### config.mk
export PLATFORM = sky130hd
export DESIGN_NAME = rcc_clk_div_mc
export DESIGN_NICKNAME = d
export VERILOG_FILES = /design/src/rtl/rcc_clk_div_pkg.sv /design/src/rtl/rcc_clk_div_ch.sv /design/src/rtl/rcc_clk_div_mc.sv
export SDC_FILE = /design/constraint.sdc
export NUM_CORES = 1
export LEC_CHECK = 0
export ABC_CLOCK_PERIOD_IN_PS = 2530
export CORE_ASPECT_RATIO = 0.6
export CORE_MARGIN = 2
export CORE_UTILIZATION = 53
export CTS_CLUSTER_DIAMETER = 40
export DETAILED_ROUTE_END_ITERATION = 7
export PLACE_DENSITY = 0.77
export REMOVE_ABC_BUFFERS = 1
export SLEW_MARGIN = 20
export SYNTH_ARGS = -nofsm -noshare
export SYNTH_HDL_FRONTEND = slang
export SYNTH_SLANG_ARGS = --single-unit
export TNS_END_PERCENT = 1
### constraint.sdc
create_clock -name i_clk -period 2.53 [get_ports i_clk]
set_clock_uncertainty 0.15 [all_clocks]
set_input_delay 0.506 -clock i_clk [delete_from_list [all_inputs] [get_ports i_clk]]
set_output_delay 0.506 -clock i_clk [all_outputs]
set_load 0.05 [all_outputs]
### src/rtl/rcc_clk_div_pkg.sv
// rcc_clk_div_pkg: shared types, constants and the ratio-bus slicing helper
// for the multi-channel RCC clock divider.
package rcc_clk_div_pkg;

   // Per-channel divider state.
   typedef enum logic [1:0] {
      ST_OFF  = 2'd0,
      ST_RUN  = 2'd1,
      ST_PEND = 2'd2
   } ch_state_e;

   // Smallest ratio that produces a running clock; 0 and 1 mean "channel off".
   localparam int RATIO_MIN     = 2;

   // Upper bounds for the generic slicing helper.
   localparam int RATIO_MAX_WID = 16;
   localparam int BUS_MAX_WID   = 256;

   // Extract channel k's ratio field of width wid from a packed ratio bus.
   function automatic logic [RATIO_MAX_WID-1:0] ratio_slice(
      input logic [BUS_MAX_WID-1:0] bus,
      input int                     k,
      input int                     wid
   );
      logic [RATIO_MAX_WID-1:0] mask;
      mask = (RATIO_MAX_WID'(1) << wid) - RATIO_MAX_WID'(1);
      return RATIO_MAX_WID'(bus >> (k * wid)) & mask;
   endfunction

endpackage

### src/rtl/rcc_clk_div_ch.sv
// rcc_clk_div_ch: one divider channel. Synchronises the 4-phase update request,
// runs the OFF/RUN/PEND FSM, and produces the registered divided clock.
// Optional macro RCC_CLK_DIV_ODD50_EN adds a negedge flop giving 50% duty for odd ratios.
module rcc_clk_div_ch
   import rcc_clk_div_pkg::*;
#(
   parameter int RATIO_WID  = 6,
   parameter int SYNC_STAGE = 2
) (
   input  logic                 i_clk,
   input  logic                 rst_n,
   input  logic [RATIO_WID-1:0] ratio,
   input  logic                 upd_req,
   output logic                 upd_ack,
   output logic                 o_clk,
   output logic                 div_en
);

   logic [SYNC_STAGE-1:0] sync_q, sync_d;
   logic                  req_prev_q, req_prev_d;
   ch_state_e             state_q, state_d;
   logic [RATIO_WID-1:0]  act_q, act_d;
   logic [RATIO_WID-1:0]  pend_q, pend_d;
   logic [RATIO_WID-1:0]  cnt_q, cnt_d;
   logic                  ack_q, ack_d;
   logic                  pos_q, pos_d;
   logic                  en_q, en_d;
   logic                  req_s, req_edge, period_end, apply;

   // Next-state logic: request edge detection, counter, FSM and registered outputs.
   always_comb begin
      sync_d     = SYNC_STAGE'({sync_q, upd_req});
      req_s      = sync_q[SYNC_STAGE-1];
      req_prev_d = req_s;
      // Edges arriving while an update is still outstanding are protocol errors and dropped.
      req_edge   = req_s & ~req_prev_q & ~ack_q & (state_q != ST_PEND);
      // With no running ratio the "period" ends every cycle, so an update from OFF lands at once.
      period_end = (act_q < RATIO_WID'(RATIO_MIN)) || (cnt_q == act_q - RATIO_WID'(1));
      apply      = (state_q == ST_PEND) && period_end;

      state_d = state_q;
      act_d   = act_q;
      pend_d  = pend_q;
      cnt_d   = cnt_q;

      if (req_edge) begin
         pend_d = ratio;
      end

      if ((state_q != ST_OFF) && (act_q >= RATIO_WID'(RATIO_MIN))) begin
         cnt_d = (cnt_q == act_q - RATIO_WID'(1)) ? '0 : cnt_q + RATIO_WID'(1);
      end

      case (state_q)
         ST_OFF: begin
            if (req_edge) state_d = ST_PEND;
         end
         ST_RUN: begin
            if (req_edge) state_d = ST_PEND;
         end
         ST_PEND: begin
            if (apply) begin
               act_d   = pend_q;
               cnt_d   = '0;
               state_d = (pend_q >= RATIO_WID'(RATIO_MIN)) ? ST_RUN : ST_OFF;
            end
         end
         default: state_d = ST_OFF;
      endcase

      ack_d = apply | (ack_q & req_s);
      en_d  = (act_d >= RATIO_WID'(RATIO_MIN));
      pos_d = en_d && (cnt_d < (act_d >> 1));
   end

   // State and output registers, cleared immediately by the (synchronised-release) reset.
   always_ff @(posedge i_clk or negedge rst_n) begin
      if (!rst_n) begin
         sync_q     <= '0;
         req_prev_q <= 1'b0;
         state_q    <= ST_OFF;
         act_q      <= '0;
         pend_q     <= '0;
         cnt_q      <= '0;
         ack_q      <= 1'b0;
         pos_q      <= 1'b0;
         en_q       <= 1'b0;
      end else begin
         sync_q     <= sync_d;
         req_prev_q <= req_prev_d;
         state_q    <= state_d;
         act_q      <= act_d;
         pend_q     <= pend_d;
         cnt_q      <= cnt_d;
         ack_q      <= ack_d;
         pos_q      <= pos_d;
         en_q       <= en_d;
      end
   end

   assign upd_ack = ack_q;
   assign div_en  = en_q;

`ifdef RCC_CLK_DIV_ODD50_EN
   logic neg_q, neg_d;

   // Half-cycle extension of the high phase, only for odd ratios.
   always_comb begin
      neg_d = pos_q & act_q[0];
   end

   // Falling-edge copy of the high phase.
   always_ff @(negedge i_clk or negedge rst_n) begin
      if (!rst_n) neg_q <= 1'b0;
      else        neg_q <= neg_d;
   end

   assign o_clk = pos_q | neg_q;
`else
   assign o_clk = pos_q;
`endif

endmodule

### src/rtl/rcc_clk_div_mc.sv
// rcc_clk_div_mc: CH_NUM independent glitch-free integer clock dividers sharing
// one source clock, with a shared reset-release synchroniser.
// Optional macro RCC_CLK_DIV_ODD50_EN (see rcc_clk_div_ch) gives 50% duty for odd ratios.
module rcc_clk_div_mc
   import rcc_clk_div_pkg::*;
#(
   parameter int CH_NUM     = 4,
   parameter int RATIO_WID  = 6,
   parameter int SYNC_STAGE = 2
) (
   input  logic                          i_clk,
   input  logic                          rst_n,
   input  logic                          testmode,
   input  logic [CH_NUM*RATIO_WID-1:0]   ratio,
   input  logic [CH_NUM-1:0]             upd_req,
   output logic [CH_NUM-1:0]             upd_ack,
   output logic [CH_NUM-1:0]             o_clk,
   output logic [CH_NUM-1:0]             div_en
);

   logic [SYNC_STAGE-1:0]   rst_sync_q, rst_sync_d;
   logic                    rst_int_n;
   logic [BUS_MAX_WID-1:0]  ratio_ext;

   // Reset synchroniser shift: assertion is immediate, release ripples through SYNC_STAGE flops.
   always_comb begin
      rst_sync_d = SYNC_STAGE'({rst_sync_q, 1'b1});
   end

   // Reset synchroniser flops.
   always_ff @(posedge i_clk or negedge rst_n) begin
      if (!rst_n) rst_sync_q <= '0;
      else        rst_sync_q <= rst_sync_d;
   end

   // DFT bypass lets scan control reset directly.
   assign rst_int_n = testmode ? rst_n : rst_sync_q[SYNC_STAGE-1];
   assign ratio_ext = BUS_MAX_WID'(ratio);

   for (genvar k = 0; k < CH_NUM; k++) begin : g_ch
      logic [RATIO_WID-1:0] ch_ratio;
      assign ch_ratio = RATIO_WID'(ratio_slice(ratio_ext, k, RATIO_WID));

      rcc_clk_div_ch #(
         .RATIO_WID  (RATIO_WID),
         .SYNC_STAGE (SYNC_STAGE)
      ) u_ch (
         .i_clk   (i_clk),
         .rst_n   (rst_int_n),
         .ratio   (ch_ratio),
         .upd_req (upd_req[k]),
         .upd_ack (upd_ack[k]),
         .o_clk   (o_clk[k]),
         .div_en  (div_en[k])
      );
   end

endmodule

==> impl_metrics.env <==
export IMPL_clock_latency_ns=0.35
export IMPL_tns_ns=-7.068
export IMPL_drt_wl_total_um=15480
export IMPL_syn2layout_area_growth_pct=38.97
export IMPL_syn_area_per_cell_um2=10.70
export IMPL_io_pins=43
export IMPL_postCtsHoldBufs=0
export IMPL_ys_types=72
export IMPL_status="complete, but fails checks"
export IMPL_overflow=0
export IMPL_rsz0062_at_grt="yes"
export IMPL_grt_pass1_wl_um=25250
export IMPL_drv_cap=0
export IMPL_drive_gt1_share_pct=37.41
export IMPL_ys_seq_elements=106
export IMPL_hpwl_um=11160
export IMPL_antenna_left=0
export IMPL_grt_use_total_pct=27.29
export IMPL_layout_min_cycle_time_ns=3.432
export IMPL_design_area_um2=7973
export IMPL_p_total_mw=12.05
export IMPL_yosysWarnings=0
export IMPL_rows=29
export IMPL_place_area_um2=7293
export IMPL_drc_errors=0
export IMPL_htree_num_levels=3
export IMPL_async_reset_ff_share_pct=100.0
export IMPL_critPathRequiredTime_ns=2.64
export IMPL_netlist_area_um2=5737
export IMPL_cts_root_buffer="clkbuf_16"
export IMPL_end_kind="register"
export IMPL_antenna_found_initial=0
export IMPL_arrival_ns=3.54
export IMPL_n_antenna_cell=0
export IMPL_min_path_type="input pin to asynchronous set/reset pin"
export IMPL_first_iter_violations=451
export IMPL_grt_pass1_vias=5169
export IMPL_final_common_cell="buf_4"
export IMPL_num_nets_final=779
export IMPL_critical_path_peak_fanout=4
export IMPL_seq_area_frac_synth_pct=46.24
export IMPL_dpl_cell_count=841
export IMPL_cts_tree="done"
export IMPL_leakage_nw=3.646
export IMPL_startpoint_type="register"
export IMPL_final_cell_mix="buf_4, dfrtp_1, clkdlybuf4s50_1"
export IMPL_wl_per_cell_um=17.88
export IMPL_initial_core_util_pct=54.33
export IMPL_gp_congestion=0.8937
export IMPL_ys_flop_type="dfrtp_1"
export IMPL_clockBufferDepth=2
export IMPL_slowest_delay_ns=0.57
export IMPL_finalMaxSlewViolations=0
export IMPL_num_vias=4943
export IMPL_path_cells="or4_4 -> o21a_1 -> o211ai_1 -> o22ai_2 -> nand2_2 -> mux2i_1 -> ha_1 -> a211o_1 -> o311ai_2 -> nor4bb_4"
export IMPL_hold_viol=0
export IMPL_worst_pin_slew_ns=0.5531
export IMPL_port_buffers=42
export IMPL_ir_drop_mv=0.8558
export IMPL_instances_no_fill=866
export IMPL_synth_edf_count=0
export IMPL_syn_inst=536
export IMPL_num_fill_cells=644
export IMPL_clk_pin_slew_worst_paths_ns=0.07
export IMPL_failed_checks="setup timing"
export IMPL_clock_sinks=106
export IMPL_die_h_um=84.59
export IMPL_post_route_period_util_pct=135.6
export IMPL_dieArea_um2=11700
export IMPL_first_pass_iters=5
export IMPL_viasPerCell=5.708
export IMPL_power_density_nw_per_um2=1511
export IMPL_grt_max_degree=105
export IMPL_numCtsBuffers=9
export IMPL_clock_fmax_mhz=291.4
export IMPL_fin_ws_ns=-0.9015
export IMPL_slowest_stage="or4_4"
export IMPL_core_um2=10560
export IMPL_fp_dieW_um=138.3
export IMPL_critPathKind="register to register"
export IMPL_setup_viol=32
export IMPL_relSlewSlack_pct=63.12
## cell usage after synthesis, types with 3 or more instances
cell type	n	area share, %
inv_1	38	2.5
or4_1	5	0.65
a21oi_1	11	0.96
buf_4	12	1.6
and2_1	6	0.65
o22ai_1	5	0.55
a21o_1	7	0.92
mux2_2	31	6.1
o31ai_1	3	0.39
xor2_1	17	2.6
mux2i_1	13	2.3
o21a_1	6	0.79
nor2b_1	5	0.55
or2_2	5	0.55
o21ai_0	20	1.7
buf_2	3	0.26
nand2_1	40	2.6
xnor2_1	26	4.0
nor2_1	41	2.7
nor3b_1	5	0.65
dfrtp_1	106	46
a31oi_1	8	0.87
nand3_1	9	0.79
nand2b_1	6	0.65
ha_1	26	5.7
nand4_1	10	1.1
o32ai_1	5	0.76
nor3_1	9	0.79
## flip-flops by register name, indices dropped and copies added, names as in the netlist
| signal | flops |
|---|---|
| g_ch.u_ch.o_clk | 4 |
| g_ch.u_ch.act_q | 24 |
| g_ch.u_ch.sync_q | 8 |
| g_ch.u_ch.pend_q | 24 |
| g_ch.u_ch.div_en | 4 |
| g_ch.u_ch.state_q | 8 |
| g_ch.u_ch.req_prev_q | 4 |
| g_ch.u_ch.cnt_q | 24 |
| g_ch.u_ch.upd_ack | 4 |
| rst_sync_q | 2 |
## what timing repair did
item,in CTS,in global routing
gates resized for setup,53,20
buffers inserted,6,3
setup endpoints to repair,33,47
pin swaps,20,12
## metal layers
| layer | vias up | part of all wire (%) | track usage (%) |
|---|---|---|---|
| li1 | 2282 | - | - |
| met1 | 2400 | 44 | 35.88 |
| met2 | 204 | 47 | 44.78 |
| met3 | 57 | 6.0 | 6.161 |
| met4 | 0 | 2.9 | 10.39 |
| met5 | - | 0 | 0 |
## final timing paths
check | start | to | slack [ns] | cells past startpoint
worst max-delay path | g_ch[1].u_ch.act_q[3]$_DFF_PN0_ | g_ch[1].u_ch.o_clk$_DFF_PN0_ | -0.90 | 10
worst min-delay path | rst_n | rst_sync_q[0]$_DFF_PN0_ | 0.18 | 1
worst max register to register | g_ch[1].u_ch.act_q[3]$_DFF_PN0_ | g_ch[1].u_ch.o_clk$_DFF_PN0_ | -0.90 | 10
worst min register to register | g_ch[1].u_ch.sync_q[0]$_DFF_PN0_ | g_ch[1].u_ch.sync_q[1]$_DFF_PN0_ | 0.20 | 0
max in group asynchronous | rst_n | g_ch[0].u_ch.act_q[3]$_DFF_PN0_ | 1.12 | 3
min in group i_clk | g_ch[1].u_ch.sync_q[0]$_DFF_PN0_ | g_ch[1].u_ch.sync_q[1]$_DFF_PN0_ | 0.20 | 0
## cell families (layout without fill, tap and decap cells)
| group | count (synthesis) | after routing | synth area share (%) |
|---|---|---|---|
| and+or+nand+nor | 156 | 156 | 14.11 |
| DFF | 106 | 106 | 46.24 |
| AOI/OAI and AO/OA | 104 | 104 | 14.37 |
| buffers and inverters | 55 | 246 | 4.449 |
| muxes | 44 | 44 | 8.353 |
| xor gates and xnor gates | 43 | 43 | 6.565 |
| adders and majority gates | 27 | 27 | 5.845 |
| other | 1 | 1 | 0.06537 |
## per-stage QoR
stage	hold slack, ns	utilization, %	setup WS (ns)
floorplan	0.06041	-	-1.030
global placement	0.1836	69.07	-0.8602
detailed placement	0.1887	69.07	-0.9935
CTS	0.1749	74.30	-0.7988
global route	0.1765	75.51	-1.043
finish	0.1751	75.51	-0.9015
## final cells by class
type / count / area, um2 / area share, %
Clock buffer: 10 / 229.0 / 2.872
Tap cell: 139 / 173.9 / 2.181
Clock inverter: 6 / 72.57 / 0.9102
Inverter: 38 / 142.6 / 1.789
Timing Repair Buffer: 192 / 1585 / 19.88
Sequential cell: 106 / 2654 / 33.29
Multi-Input combinational cell: 375 / 3115 / 39.08
## where the power goes
part           switching, mW  internal (mW)  leakage (nW)
logic                   3.81           3.82          2.22
registers              0.598           2.37          1.28
clock network          0.666          0.779         0.144
total                   5.07           6.98          3.65
## worst max-delay path, delay by kind of cell (launching register included)
kind                       cells  cell delay [ns]
muxes                          1             0.25
and+or+nand+nor                3             0.98
AOI/OAI and AO/OA              5             1.29
adders and majority gates      1             0.28
DFF                            1             0.38
Note: power is estimated with default switching activity, not from simulation.
